===== src/rtl/multi_cycle_control.sv =====
// Purpose: FSM control unit sequencing IF/ID/EXE/MEM/WB and driving every datapath control line.
// Latency: j/jr/jal/nop 2 cycles, branch 3, ALU 4, sw 4, lw 5; control outputs are combinational from state.
// Backpressure: none; the sequencer free-runs every cycle and parks in ID on halt until reset.
module multi_cycle_control #(
  parameter int OP_W  = 6,
  parameter int CNT_W = 32
) (
  input  logic             clk,
  input  logic             reset,
  input  logic [OP_W-1:0]  opcode,
  input  logic             Zero,
  input  logic             Sign,
  output logic [2:0]       state,
  output logic             PCWrite,
  output logic             IRWrite,
  output logic             RegWrite,
  output logic             MemWrite,
  output logic             ALUSrcA,
  output logic             ALUSrcB,
  output logic [2:0]       ALUOp,
  output logic [1:0]       PCSrc,
  output logic [1:0]       RegDst,
  output logic             ExtSel,
  output logic             DBSrc,
  output logic             WrRegSrc,
  output logic             halted,
  output logic [CNT_W-1:0] instr_count
);

  typedef enum logic [2:0] {
    S_IF     = 3'b000,
    S_ID     = 3'b001,
    S_EXE_LS = 3'b010,
    S_MEM    = 3'b011,
    S_WB_LD  = 3'b100,
    S_EXE_BR = 3'b101,
    S_EXE_AL = 3'b110,
    S_WB_AL  = 3'b111
  } state_t;

  localparam logic [OP_W-1:0] OP_ADD  = OP_W'(6'b000000);
  localparam logic [OP_W-1:0] OP_SUB  = OP_W'(6'b000001);
  localparam logic [OP_W-1:0] OP_ADDI = OP_W'(6'b000010);
  localparam logic [OP_W-1:0] OP_OR   = OP_W'(6'b010000);
  localparam logic [OP_W-1:0] OP_AND  = OP_W'(6'b010001);
  localparam logic [OP_W-1:0] OP_ORI  = OP_W'(6'b010010);
  localparam logic [OP_W-1:0] OP_SLL  = OP_W'(6'b011000);
  localparam logic [OP_W-1:0] OP_SLT  = OP_W'(6'b100110);
  localparam logic [OP_W-1:0] OP_SLTI = OP_W'(6'b100111);
  localparam logic [OP_W-1:0] OP_SW   = OP_W'(6'b110000);
  localparam logic [OP_W-1:0] OP_LW   = OP_W'(6'b110001);
  localparam logic [OP_W-1:0] OP_BEQ  = OP_W'(6'b110100);
  localparam logic [OP_W-1:0] OP_BNE  = OP_W'(6'b110101);
  localparam logic [OP_W-1:0] OP_BLTZ = OP_W'(6'b110110);
  localparam logic [OP_W-1:0] OP_J    = OP_W'(6'b111000);
  localparam logic [OP_W-1:0] OP_JR   = OP_W'(6'b111001);
  localparam logic [OP_W-1:0] OP_JAL  = OP_W'(6'b111010);
  localparam logic [OP_W-1:0] OP_HALT = OP_W'(6'b111111);

  state_t state_q, state_d;

  // Decoded opcode attributes shared by the EXE/WB states.
  logic       is_alu;
  logic       alu_imm;
  logic       alu_shift;
  logic       alu_zext;
  logic [2:0] alu_op;
  logic       br_taken;

  // Raw (ungated) control lines; the write enables are masked by reset below.
  logic       pc_we, ir_we, reg_we, mem_we, halt_c;

  // Opcode decode: ALU operation, operand sources, extension mode, branch outcome.
  always_comb begin
    is_alu    = 1'b1;
    alu_imm   = 1'b0;
    alu_shift = 1'b0;
    alu_zext  = 1'b0;
    alu_op    = 3'b000;
    br_taken  = 1'b0;
    case (opcode)
      OP_ADD:  alu_op = 3'b000;
      OP_SUB:  alu_op = 3'b001;
      OP_ADDI: begin alu_op = 3'b000; alu_imm = 1'b1; end
      OP_OR:   alu_op = 3'b011;
      OP_AND:  alu_op = 3'b100;
      OP_ORI:  begin alu_op = 3'b011; alu_imm = 1'b1; alu_zext = 1'b1; end
      OP_SLL:  begin alu_op = 3'b010; alu_shift = 1'b1; end
      OP_SLT:  alu_op = 3'b101;
      OP_SLTI: begin alu_op = 3'b101; alu_imm = 1'b1; end
      default: is_alu = 1'b0;
    endcase
    case (opcode)
      OP_BEQ:  br_taken = Zero;
      OP_BNE:  br_taken = ~Zero;
      OP_BLTZ: br_taken = Sign;
      default: br_taken = 1'b0;
    endcase
  end

  // Next-state and control outputs; every enable defaults off, selects default to zero.
  always_comb begin
    state_d  = state_q;
    pc_we    = 1'b0;
    ir_we    = 1'b0;
    reg_we   = 1'b0;
    mem_we   = 1'b0;
    halt_c   = 1'b0;
    ALUSrcA  = 1'b0;
    ALUSrcB  = 1'b0;
    ALUOp    = 3'b000;
    PCSrc    = 2'b00;
    RegDst   = 2'b00;
    ExtSel   = 1'b1;
    DBSrc    = 1'b0;
    WrRegSrc = 1'b0;
    case (state_q)
      S_IF: begin
        ir_we   = 1'b1;
        state_d = S_ID;
      end
      S_ID: begin
        case (opcode)
          OP_J: begin
            pc_we = 1'b1; PCSrc = 2'b11; state_d = S_IF;
          end
          OP_JR: begin
            pc_we = 1'b1; PCSrc = 2'b10; state_d = S_IF;
          end
          OP_JAL: begin
            pc_we    = 1'b1; PCSrc = 2'b11;
            reg_we   = 1'b1; RegDst = 2'b00; WrRegSrc = 1'b0;
            state_d  = S_IF;
          end
          OP_HALT: begin
            halt_c  = 1'b1;
            state_d = S_ID;
          end
          OP_BEQ, OP_BNE, OP_BLTZ: state_d = S_EXE_BR;
          OP_SW, OP_LW:            state_d = S_EXE_LS;
          default: begin
            if (is_alu) begin
              state_d = S_EXE_AL;
            end else begin
              // Unknown opcode retires as a nop.
              pc_we = 1'b1; PCSrc = 2'b00; state_d = S_IF;
            end
          end
        endcase
      end
      S_EXE_AL: begin
        ALUOp   = alu_op;
        ALUSrcA = alu_shift;
        ALUSrcB = alu_imm;
        ExtSel  = ~alu_zext;
        state_d = S_WB_AL;
      end
      S_WB_AL: begin
        ALUOp    = alu_op;
        ALUSrcA  = alu_shift;
        ALUSrcB  = alu_imm;
        ExtSel   = ~alu_zext;
        reg_we   = 1'b1;
        DBSrc    = 1'b0;
        WrRegSrc = 1'b1;
        RegDst   = alu_imm ? 2'b01 : 2'b10;
        pc_we    = 1'b1;
        PCSrc    = 2'b00;
        state_d  = S_IF;
      end
      S_EXE_BR: begin
        ALUOp   = 3'b001;
        ALUSrcB = 1'b0;
        ExtSel  = 1'b1;
        pc_we   = 1'b1;
        PCSrc   = br_taken ? 2'b01 : 2'b00;
        state_d = S_IF;
      end
      S_EXE_LS: begin
        ALUOp   = 3'b000;
        ALUSrcB = 1'b1;
        ExtSel  = 1'b1;
        state_d = S_MEM;
      end
      S_MEM: begin
        // Address stays on the bus through the memory access.
        ALUOp   = 3'b000;
        ALUSrcB = 1'b1;
        ExtSel  = 1'b1;
        if (opcode == OP_SW) begin
          mem_we  = 1'b1;
          pc_we   = 1'b1;
          PCSrc   = 2'b00;
          state_d = S_IF;
        end else begin
          state_d = S_WB_LD;
        end
      end
      S_WB_LD: begin
        reg_we   = 1'b1;
        RegDst   = 2'b01;
        DBSrc    = 1'b1;
        WrRegSrc = 1'b1;
        pc_we    = 1'b1;
        PCSrc    = 2'b00;
        state_d  = S_IF;
      end
      default: state_d = S_IF;
    endcase
  end

  // A reset cycle must not disturb architectural state, even mid-instruction.
  assign PCWrite  = pc_we  & ~reset;
  assign IRWrite  = ir_we  & ~reset;
  assign RegWrite = reg_we & ~reset;
  assign MemWrite = mem_we & ~reset;
  assign halted   = halt_c & ~reset;
  assign state    = state_q;

  // State register with synchronous reset back to instruction fetch.
  always_ff @(posedge clk) begin
    if (reset) begin
      state_q <= S_IF;
    end else begin
      state_q <= state_d;
    end
  end

  // Retired-instruction counter: one count per PC update, wrapping naturally.
  always_ff @(posedge clk) begin
    if (reset) begin
      instr_count <= '0;
    end else if (PCWrite) begin
      instr_count <= instr_count + CNT_W'(1);
    end
  end

endmodule


===== config.mk =====
export PLATFORM = sky130hd
export DESIGN_NAME = multi_cycle_control
export DESIGN_NICKNAME = d
export VERILOG_FILES = /design/src/rtl/multi_cycle_control.sv
export SDC_FILE = /design/constraint.sdc
export NUM_CORES = 1
export LEC_CHECK = 0
export ABC_CLOCK_PERIOD_IN_PS = 6500
export CORE_ASPECT_RATIO = 2
export CORE_MARGIN = 2
export CORE_UTILIZATION = 47
export DETAILED_ROUTE_END_ITERATION = 6
export MAX_ROUTING_LAYER = met4
export PLACE_DENSITY = 0.87
export SLEW_MARGIN = 0
export SYNTH_ARGS = -nofsm -noshare
export SYNTH_HDL_FRONTEND = slang
export SYNTH_SLANG_ARGS = --single-unit

===== constraint.sdc =====
create_clock -name clk -period 6.5 [get_ports clk]
set_clock_uncertainty 0.15 [all_clocks]
set_input_delay 1.625 -clock clk [delete_from_list [all_inputs] [get_ports clk]]
set_output_delay 1.625 -clock clk [all_outputs]
set_load 0.01 [all_outputs]

==> impl_summary.md <==
Clock tree
After clock tree synthesis, the repair step resized 0 gates. The tree is rooted in a sky130_fd_sc_hd__clkbuf_8. The clock passes through at most 2 buffers. The clock tree synthesis step divided the H-tree into 2 levels.

TritonCTS built the clock tree. The number of hold buffers added after CTS is 0. The latest clock arrival within the worst-skew pair is 0.30 ns. The setup fix buffers added after clock tree synthesis is 0. Counting the buffers created by CTS gives 5. The clock transition at the registers of the reported paths is ~0.08 ns.

The number of clock sinks is 35.

Final layout
At the end of the flow, the number of nets in the layout was 393. The filler cells instantiated in the layout total approximately 470. From synthesis to final layout, the design area changed by 30.6%. The most common cell after layout, fill and taps aside is sky130_fd_sc_hd__clkdlybuf4s50_1.

After the flow finishes, the layout carries non-filler instances totaling around 440. The antenna diode count is 0. The share of cells above drive strength 1 is 0.0888. The library cells used most frequently in the layout, excluding fill and tap cells, are sky130_fd_sc_hd__clkdlybuf4s50_1, sky130_fd_sc_hd__dfxtp_1, sky130_fd_sc_hd__a21oi_1.

The finished cells cover roughly 3200 um2.

Place
Detailed placement ended at an HPWL of 5.67 mm. The number of buffer cells added on primary ports is 61. The cell count after placement is 433. The final weighted congestion in routability-driven placement is between 0.9 and 1. Summing all placed instances gives a cell area of between 3000 and 4000 um2.

Timing
The number of pins with negative max-slew slack in the final report came to 0. The maximum clock frequency is between 150 and 200 MHz. Adding up every negative setup slack in the final design gives 0 ns. Across all hold checks on the routed design, the worst slack comes to 0.352 ns. At the pin with the least slew margin, the transition time is 0.864 ns.

The number of hold violations in the final report was 0. Of the available clock period, the critical path in the final layout requires 0.905. The worst pin sits at a relative slew slack of 0.419. The setup violation total in the final timing report is 0. Setup repair after global routing left no endpoint under its margin. The clock period minus worst slack is 5.88 ns.

Routing
In this run, the number of DRC markers left after iteration 0 of detailed routing was 90. After detailed routing, the number of vias per cell comes to ~6.4. Before antenna repair, the detailed router went through 4 iterations. The number of vias after detailed routing is between 2000 and 3000. The count of unresolved DRC violations after routing is 0. The number of nets still failing antenna checks after routing is 0. After detailed routing, the average wire length per cell comes to between 15 and 20 um. The final wirelength is between 7 and 8 mm.

GRT
The number of global-route vias before repair is about 2600. The leftover overflow at the end of global routing is 0. The number of antenna violations at the first check in global routing is 0.

The global-route usage over all layers is 0.264. Entering global routing, the biggest net connects 36 pins. The first global-routing pass estimated between 10 and 15 mm of wire.

Critical path
The critical path capture point type is a primary output. Data on the critical path is required at its endpoint by ~4.7 ns. The largest fanout of any net on the critical path is 15.

The critical path class is input pin to primary output. The type of origin of the critical path is an input pin. The arrival time at the worst endpoint is between 4 and 5 ns.

Yosys
Counting flops with an async set or reset pin after synthesis yields a share of 0. For this run, the register share of the synthesized area comes to 0.284. For this run, the leading register cell type out of synthesis is sky130_fd_sc_hd__dfxtp_1. Of the total synthesized cell area, the portion taken by XOR and XNOR cells is 0.00709. The mapped netlist covers about 2500 um2.

The number of synthesized register bits is 35. Counting every net in the synthesized netlist gives around 340. The average instance in the mapped netlist occupies roughly 7.5 um2. The share of the synthesized area in compound gates (AO/OA/AOI/OAI) is 0.219.

Of the total synthesized cell area, the portion taken by full adders, half adders and majority gates is 0.00507. The total of warnings raised by yosys is 0. The number of library cell types mapped by synthesis is 54. The synthesized design contains 0 enable-type register cells. The cell count after synthesis came out at about 330. After synthesis, the largest family of logic cells by area is simple AND/OR/NAND/NOR gates. Of the post-synthesis cell area, the part taken by muxes is 0.0451.

The post-synthesis simple-gate area fraction is 0.381.

Hold path
The tightest min-delay check is of the flip-flop to flip-flop type.

Floorplan
In this run the count of I/O pins placed on the die edge is 62. The floorplan has 37 rows. From left edge to right edge, the die measures about 55 um. The die outline area is approximately 5900 um2.

The area of the core is a little over 5000 um2. The die is roughly 110 um tall. The initial utilization of the core area, before any placement, comes to 0.485.

Power
Total power for the finished layout comes to ~530 uW. The peak supply drop is approximately 0.00021 V. The analysis attributes to cell leakage a power of between 0.001 and 0.0015 uW.

Power spread over the standard cell area amounts to 165 nW/um2.

Outcome
The flow ran to the end, and the final reports show no timing, DRC or antenna violations.

Run
The number of violations of the max-capacitance limit is 0.
-- registers in the layout, summed over array words and instances (netlist names) --
register and flops:
instr_count 32, state 3
-- Yosys cell counts (2+ instances only) --
| cell type | count | area share |
|---|---|---|
| sky130_fd_sc_hd__and2_1 | 2 | 0.0051 |
| sky130_fd_sc_hd__or3_1 | 4 | 0.010 |
| sky130_fd_sc_hd__mux2_2 | 9 | 0.041 |
| sky130_fd_sc_hd__xor2_1 | 2 | 0.0071 |
| sky130_fd_sc_hd__inv_1 | 11 | 0.017 |
| sky130_fd_sc_hd__and4_1 | 8 | 0.028 |
| sky130_fd_sc_hd__o21a_1 | 2 | 0.0061 |
| sky130_fd_sc_hd__o32ai_1 | 2 | 0.0071 |
| sky130_fd_sc_hd__clkbuf_1 | 18 | 0.027 |
| sky130_fd_sc_hd__nor2b_1 | 11 | 0.028 |
| sky130_fd_sc_hd__nand4b_1 | 2 | 0.0071 |
| sky130_fd_sc_hd__buf_2 | 2 | 0.0041 |
| sky130_fd_sc_hd__or4b_2 | 2 | 0.0081 |
| sky130_fd_sc_hd__o41ai_1 | 3 | 0.011 |
| sky130_fd_sc_hd__nor3_1 | 14 | 0.028 |
| sky130_fd_sc_hd__nor2_1 | 25 | 0.038 |
| sky130_fd_sc_hd__or4b_1 | 2 | 0.0081 |
| sky130_fd_sc_hd__and3_1 | 9 | 0.023 |
| sky130_fd_sc_hd__a31o_2 | 2 | 0.0071 |
| sky130_fd_sc_hd__nor4_1 | 5 | 0.013 |
| sky130_fd_sc_hd__nand2b_1 | 3 | 0.0076 |
| sky130_fd_sc_hd__o21ai_0 | 11 | 0.022 |
| sky130_fd_sc_hd__or4_1 | 14 | 0.043 |
| sky130_fd_sc_hd__or3b_2 | 2 | 0.0071 |
| sky130_fd_sc_hd__dfxtp_1 | 35 | 0.28 |
| sky130_fd_sc_hd__buf_1 | 4 | 0.0061 |
| sky130_fd_sc_hd__nand2_1 | 25 | 0.038 |
| sky130_fd_sc_hd__a21oi_1 | 33 | 0.067 |
| sky130_fd_sc_hd__nand4_1 | 10 | 0.025 |
| sky130_fd_sc_hd__nand3_1 | 22 | 0.045 |
| sky130_fd_sc_hd__o31ai_1 | 14 | 0.043 |
-- area by class of cell --
cell class | count | area (um2) | share of cell area
clock buffers | 6 | 82.6 | 0.0256
clock inverters | 2 | 35.0 | 0.0109
inverters | 11 | 41.3 | 0.0128
multi-input cells | 260 | 1620 | 0.503
flip-flops and latches | 35 | 701 | 0.217
well taps | 58 | 72.6 | 0.0225
repair buffers | 69 | 671 | 0.208
-- cell families after synthesis --
family	Yosys count
compound gates	82
flops	35
simple gates	165
fa+ha+maj	1
xor+xnor	2
buf+inv	36
mux	10
-- critical path, stage by stage --
cell and delay [ns]:
sky130_fd_sc_hd__clkdlybuf4s50_1 0.80, sky130_fd_sc_hd__nand2_1 0.13, sky130_fd_sc_hd__or4b_2 0.69, sky130_fd_sc_hd__nor2_1 0.11, sky130_fd_sc_hd__nand2_1 0.06, sky130_fd_sc_hd__a21oi_1 0.14
sky130_fd_sc_hd__clkdlybuf4s50_1 0.55
-- stage by stage --
step           setup WS [ns]   util
5_1_grt                0.515  0.634
3_3_place_gp           0.693  0.611
3_5_place_dp           0.649  0.611
4_1_cts                0.641  0.634
2_1_floorplan           1.44      -
6_report               0.616  0.634
-- metal layers --
metal	wire, um	vias to the layer above	global-route usage
li1	-	1356	-
met1	2740	1343	0.263
met2	4230	93	0.464
met3	329	31	0.0414
met4	371	0	0.176
met5	0	-	-
-- where the power goes --
part	switching, uW	internal (uW)
sequential	8.19	217
combinational	58.9	37.0
clock	86.2	124
total	153	378
-- path summary, 6_finish.rpt --
path | from | endpoint | slack (ns) | depth (start not counted)
setup reg to reg | instr_count[6] | instr_count[29] | 3.57 | 5
hold reg to reg | instr_count[31] | instr_count[31] | 0.35 | 2
setup / recovery | opcode[4] | RegWrite | 0.62 | 7
hold / removal | instr_count[31] | instr_count[31] | 0.35 | 2
Power figures use the tool's default switching activity.
==> patch 1: new RTL, same settings <==
Set the parameter `CNT_W` to 28 (it was 32).
--- a/src/rtl/multi_cycle_control.sv
+++ b/src/rtl/multi_cycle_control.sv
@@ -3,7 +3,7 @@
 // Backpressure: none; the sequencer free-runs every cycle and parks in ID on halt until reset.
 module multi_cycle_control #(
   parameter int OP_W  = 6,
-  parameter int CNT_W = 32
+  parameter int CNT_W = 28
 ) (
   input  logic             clk,
   input  logic             reset,
Interface: changed (resized instr_count); port bits go from 62 to 58. The function was not compared with the original's and may differ.
==> patch 1 against the unedited design <==
Die area decreased by 8.9%; critical path type unchanged; wire length decreased by 20%; via count decreased by 19%; first-iteration DRC count decreased by 49%; setup slack improved by 290 ps; core utilization decreased by 1.1 points; area after synthesis decreased by 9.4%; largest cell class unchanged; power decreased by 23%; critical path depth decreased by 2; cell area decreased by 11%; synthesized cell count decreased by 15%; sequential cell count decreased by 4.
==> patch 1: results (changes against the unedited design) <==
Global route
  – Vias in the first global route: 2253 (-14%)
  – Largest net degree at the start of global routing: 34 (-5.6%)
  – Met3 usage: 0.02802 (-0.01334)
  – GR Layer Usage met1: 0.2217 (-0.04109)
  – Global-route usage over all layers: 0.2526 (-0.01147)
  – Global-route wire length before repair: 9977 µm (-18%)
  – Met2 Use GR: 0.4692 (+0.004945)

Routing
  – Via-to-Cell Ratio: 5.956 (-7.0%)
  – Violation count after the first detailed-route iteration: 46 (-49%)
  – Avg WL per Cell: 15.97 µm (-8.2%)
  – Pre-Repair DR Iteration Count: 4 (unchanged)
  – Final WL: 6117 µm (-20%)

Synthesis
  – Commonest cells in the netlist: 37 x nor2_1, 31 x dfxtp_1, 27 x nor2b_1, 25 x mux2_1, 20 x nand2_1
  – Mux cell area share after synthesis: 0.1397 (+0.09466)
  – Yosys warnings: 0 (unchanged)
  – Ys flop type: dfxtp_1
  – Synth cell types: 49 (-9.3%)
  – Synth area leaders: dfxtp_1 28%, mux2_1 13%, nor2b_1 7.5%, nor2_1 6.2%, a211oi_1 5.4%
  – Syn_nets: 294 (-14%)
  – Sequential element share of the synthesized area: 0.2772 (-0.006438)
  – Mean Syn Cell Area: 7.910 µm² (+6.0%)
  – Synth Area in Compound Gates: 0.1856 (-0.03327)
  – XOR/XNOR Fraction of Synth Area: 0.003913 (-0.003179)
  – Area share of fa/ha/maj cells after synthesis: 0.005590 (+0.0005239)
  – FFs w/ async S/R, synth: 0 (unchanged)

Cells and area
  – Share of layout cells above drive strength 1: 0.07317 (-0.01560)
  – Largest register FFs: 28 (-13%)
  – NumNets Final: 338 (-14%)

Worst setup path
  – Slowest stage delay, CP: 660 ps (-140 ps)
  – Worst path slowest cell: clkdlybuf4s50_1
  – Crit path DAT: 3820 ps (-290 ps)
  – CP Max Fanout: 14 (-1)

Pwr
  – Maximum VDD drop: 0.1062 mV (-50%)
  – Internal power: 0.2922 mW (-23%)
  – Leakage: 0.9968 nW (-5.8%)

Place
  – Routability cong.: 0.9619 (+2.8%)
  – DP Worst Slack: 991.6 ps (+342.8 ps)
  – Area after DPL: 2780 µm² (-11%)
  – Port bufs: 57 (-6.6%)
  – Post-DP HPWL: 4548 µm (-20%)
  – Placed cell count: 375 (-13%)

Clock network
  – Post-cts resize count: 0 (unchanged)
  – Post-CTS Repair Setup Buffers: 0 (unchanged)
  – H-tree level count: 2 (unchanged)

Timing
  – Worst Tran Pin Value: 562.7 ps (-301.6 ps)

Run status
  – Status: completed
[patch 1: metal layers]
| layer | up-vias | share of wire |
|---|---|---|
| met3 | 26 | 0.039 |
| met5 | - | 0 |
| li1 | 1103 | - |
| met2 | 79 | 0.55 |
| met4 | 0 | 0.057 |
| met1 | 1073 | 0.35 |
[patch 1: worst max-delay path: cells and delay by family]
| kind | cells | cell delay [ps] |
|---|---|---|
| AND/OR/NAND/NOR | 3 | 890 |
| buffers and inverters | 2 | 1300 |
[patch 1: area by class of cell]
class / count / area [µm²]
clock buffers: 7 / 76.32
fillers: 407 / 1737
multi-input cells: 225 / 1488
clock inverters: 1 / 5.005
repair buffers: 60 / 588.1
inverters: 4 / 15.01
flip-flops and latches: 31 / 620.6
well taps: 55 / 68.82
[patch 1: final timing paths]
path / from / end / slack [ps]
hold reg to reg: instr_count[1] / instr_count[1] / 360
hold / removal: instr_count[1] / instr_count[1] / 360
setup / recovery: opcode[1] / MemWrite / 900
setup reg to reg: instr_count[3] / instr_count[27] / 4040
[patch 1: power by group through the flow]
stage | clock network, mW | logic, mW | registers (mW)
2_1_floorplan | 0 | 0.0417 | 0.199
3_3_place_gp | 0 | 0.0610 | 0.201
3_5_place_dp | 0 | 0.0620 | 0.201
4_1_cts | 0.152 | 0.0623 | 0.197
5_1_grt | 0.158 | 0.0683 | 0.197
6_report | 0.150 | 0.0628 | 0.197
[patch 1: per-stage QoR]
step           hold slack, ps  utilization
6_report                365.0       0.6223
4_1_cts                 372.2       0.6223
2_1_floorplan           365.6            -
3_3_place_gp            344.8       0.6046
3_5_place_dp            360.8       0.6046
5_1_grt                 405.1       0.6223
[patch 1: kinds of logic after synthesis]
family	after synthesis
mux	28
buf+inv	27
xor+xnor	1
fa+ha+maj	1
simple gates	140
compound gates	55
flops	31
==> patch 2: new RTL, same settings <==
Made on the original files. Register the outputs `IRWrite`, `RegWrite`, `MemWrite` and `halted`, cleared by the reset; this adds one clock of latency there. The other outputs are not delayed to match.
--- a/src/rtl/multi_cycle_control.sv
+++ b/src/rtl/multi_cycle_control.sv
@@ -211,10 +211,19 @@
 
   // A reset cycle must not disturb architectural state, even mid-instruction.
   assign PCWrite  = pc_we  & ~reset;
-  assign IRWrite  = ir_we  & ~reset;
-  assign RegWrite = reg_we & ~reset;
-  assign MemWrite = mem_we & ~reset;
-  assign halted   = halt_c & ~reset;
+  always_ff @(posedge clk) begin
+    if (reset) begin
+      IRWrite  <= '0;
+      RegWrite <= '0;
+      MemWrite <= '0;
+      halted   <= '0;
+    end else begin
+      IRWrite  <= ir_we  & ~reset;
+      RegWrite <= reg_we & ~reset;
+      MemWrite <= mem_we & ~reset;
+      halted   <= halt_c & ~reset;
+    end
+  end
   assign state    = state_q;
 
   // State register with synchronous reset back to instruction fetch.
Check against the original RTL: not equivalent (a bounded check fails within 4 cycles, from zero or initial values and one cycle with reset high).
==> patch 2 against the unedited design <==
Register-to-register slack improved by 410 ps; cell area down 5.8%; synthesized cell count fell by 5.4%; clock power shrank 21%; count of clock-buffer cells in the layout fell by 1; critical path depth shrank 2; sequential cell count up 4; wire length fell by 13%; fmax grew 0.59%; sequential share of layout area grew 4.0 points; power fell by 8.2%; area after synthesis is 5.3% lower; setup slack improved by 34 ps; first-iteration DRC count is 17% higher; critical path type unchanged; largest cell class unchanged; largest power group unchanged; highest routed layer unchanged.
==> patch 2: results (changes against the unedited design) <==
Run status
  – Status: completed

Synthesis
  – Ys flop type: dfxtp_1
  – Yosys warnings: 0 (unchanged)
  – Synth cell types: 53 (-1.9%)
  – Synth area leaders: dfxtp_1 33%, a21oi_1 9.0%, o21ai_0 4.9%, nand2_1 4.3%, or4_1 3.9%
  – Commonest cells in the netlist: 42 x a21oi_1, 39 x dfxtp_1, 27 x nand2_1, 23 x o21ai_0, 20 x nor2_1
  – Sequential element share of the synthesized area: 0.3339 (+0.05018)
  – Syn_nets: 324 (-5.3%)
  – FFs w/ async S/R, synth: 0 (unchanged)

Place
  – Area after DPL: 2952 µm² (-5.1%)
  – Port bufs: 61 (unchanged)
  – DP Worst Slack: 683.7 ps (+34.85 ps)
  – Routability cong.: 0.9021 (-3.5%)
  – Post-DP HPWL: 4930 µm (-13%)

Cells and area
  – Top reg by flops: instr_count
  – Final core utilization: 0.6308 (-0.002820)
  – NumNets Final: 373 (-5.1%)
  – Fill cells: 411 (-12%)
  – Share of layout cells above drive strength 1: 0.05510 (-0.03368)
  – # diodes: 0 (unchanged)
  – Largest register FFs: 32 (unchanged)

Clock network
  – Post-CTS Repair Setup Buffers: 0 (unchanged)
  – Root Buffer: clkbuf_8
  – Worst-Skew Late Latency: 300 ps (about the same)
  – Total CTS buffers: 5 (unchanged)
  – H-tree level count: 2 (unchanged)
  – Post-cts resize count: 0 (unchanged)
  – Clock transition at path regs: 70 ps
  – Max Buffers Root-to-Sink: 2 (unchanged)

Global route
  – GR Layer Usage met1: 0.2399 (-0.02291)
  – Initial antenna violation count: 0 (unchanged)
  – Largest net degree at the start of global routing: 41 (+14%)
  – Vias in the first global route: 2445 (-6.5%)
  – Met2 Use GR: 0.4260 (-0.03833)
  – Global-route usage over all layers: 0.2535 (-0.01065)
  – Met3 usage: 0.04179 (+0.0004242)
  – Global-route wire length before repair: 10610 µm (-13%)

Pwr
  – Internal power: 0.3471 mW (-8.3%)
  – Maximum VDD drop: 0.1865 mV (-12%)
  – Leakage: 0.9565 nW (-9.7%)

Worst hold path
  – Hold Path Class: flip-flop to flip-flop

Timing
  – Worst Tran Pin Value: 1074 ps (+209.3 ps)

Routing
  – Violation count after the first detailed-route iteration: 105 (+17%)
  – Final WL: 6691 µm (-13%)
  – Pre-Repair DR Iteration Count: 5 (+1)
  – Via-to-Cell Ratio: 6.260 (-2.2%)

Worst setup path
  – Crit path DAT: 4070 ps (-40 ps)
  – CP Max Fanout: 13 (-2)
-- patch 2: stage by stage --
step / hold slack, ps / cells / power [mW]
final: 341.7 / 420 / 0.4881
after global routing: 357.5 / 420 / 0.5070
after CTS: 336.5 / 420 / 0.4911
after detailed placement: 323.4 / 412 / 0.3271
after global placement: 319.3 / 412 / 0.3253
after floorplan: 345.9 / 313 / 0.2984
-- patch 2: per-layer routing --
metal | share of wire | wire length [µm]
met1 | 0.36 | 2437
met2 | 0.54 | 3645
met3 | 0.042 | 284
met4 | 0.048 | 323
met5 | 0 | 0
-- patch 2: cells by family after synthesis --
logic type / count (synthesis) / synth area share
AND/OR/NAND/NOR: 137 / 0.3333
AO/OA/AOI/OAI: 96 / 0.2440
flip-flops: 39 / 0.3339
buffers and inverters: 33 / 0.05511
XOR/XNOR: 4 / 0.01498
multiplexers: 3 / 0.01338
adder cells (fa/ha/maj): 1 / 0.005350
-- patch 2: final cells by class --
| cell class | count | share of cell area |
|---|---|---|
| clock buffer | 5 | 0.02263 |
| inverter | 12 | 0.01481 |
| clock inverter | 3 | 0.006584 |
| timing repair buffer | 63 | 0.2058 |
| sequential | 39 | 0.2568 |
| multi-input combinational | 241 | 0.4700 |
| tap | 57 | 0.02346 |
-- patch 2: worst max-delay path, cell delays in order --
cell,delay [ps]
clkdlybuf4s50_1,740
clkinv_1,380
nor4_1,570
and3_1,220
clkdlybuf4s50_1,530
-- patch 2: path summary, 6_finish.rpt --
kind	end	slack [ps]	cells after the start	startpoint
max	PCSrc[1]	650	5	opcode[3]
min	instr_count[31]	340	2	instr_count[31]
max reg2reg	instr_count[25]	3980	7	state[0]
min reg2reg	instr_count[31]	340	2	instr_count[31]
-- patch 2: power groups by stage --
stage                     Clock (mW)  Combinational (mW)  Sequential, mW
after floorplan                    0              0.0443           0.254
after global placement             0              0.0690           0.256
after detailed placement           0              0.0704           0.257
after CTS                      0.169              0.0708           0.251
after global routing           0.178              0.0774           0.252
final                          0.166              0.0714           0.251
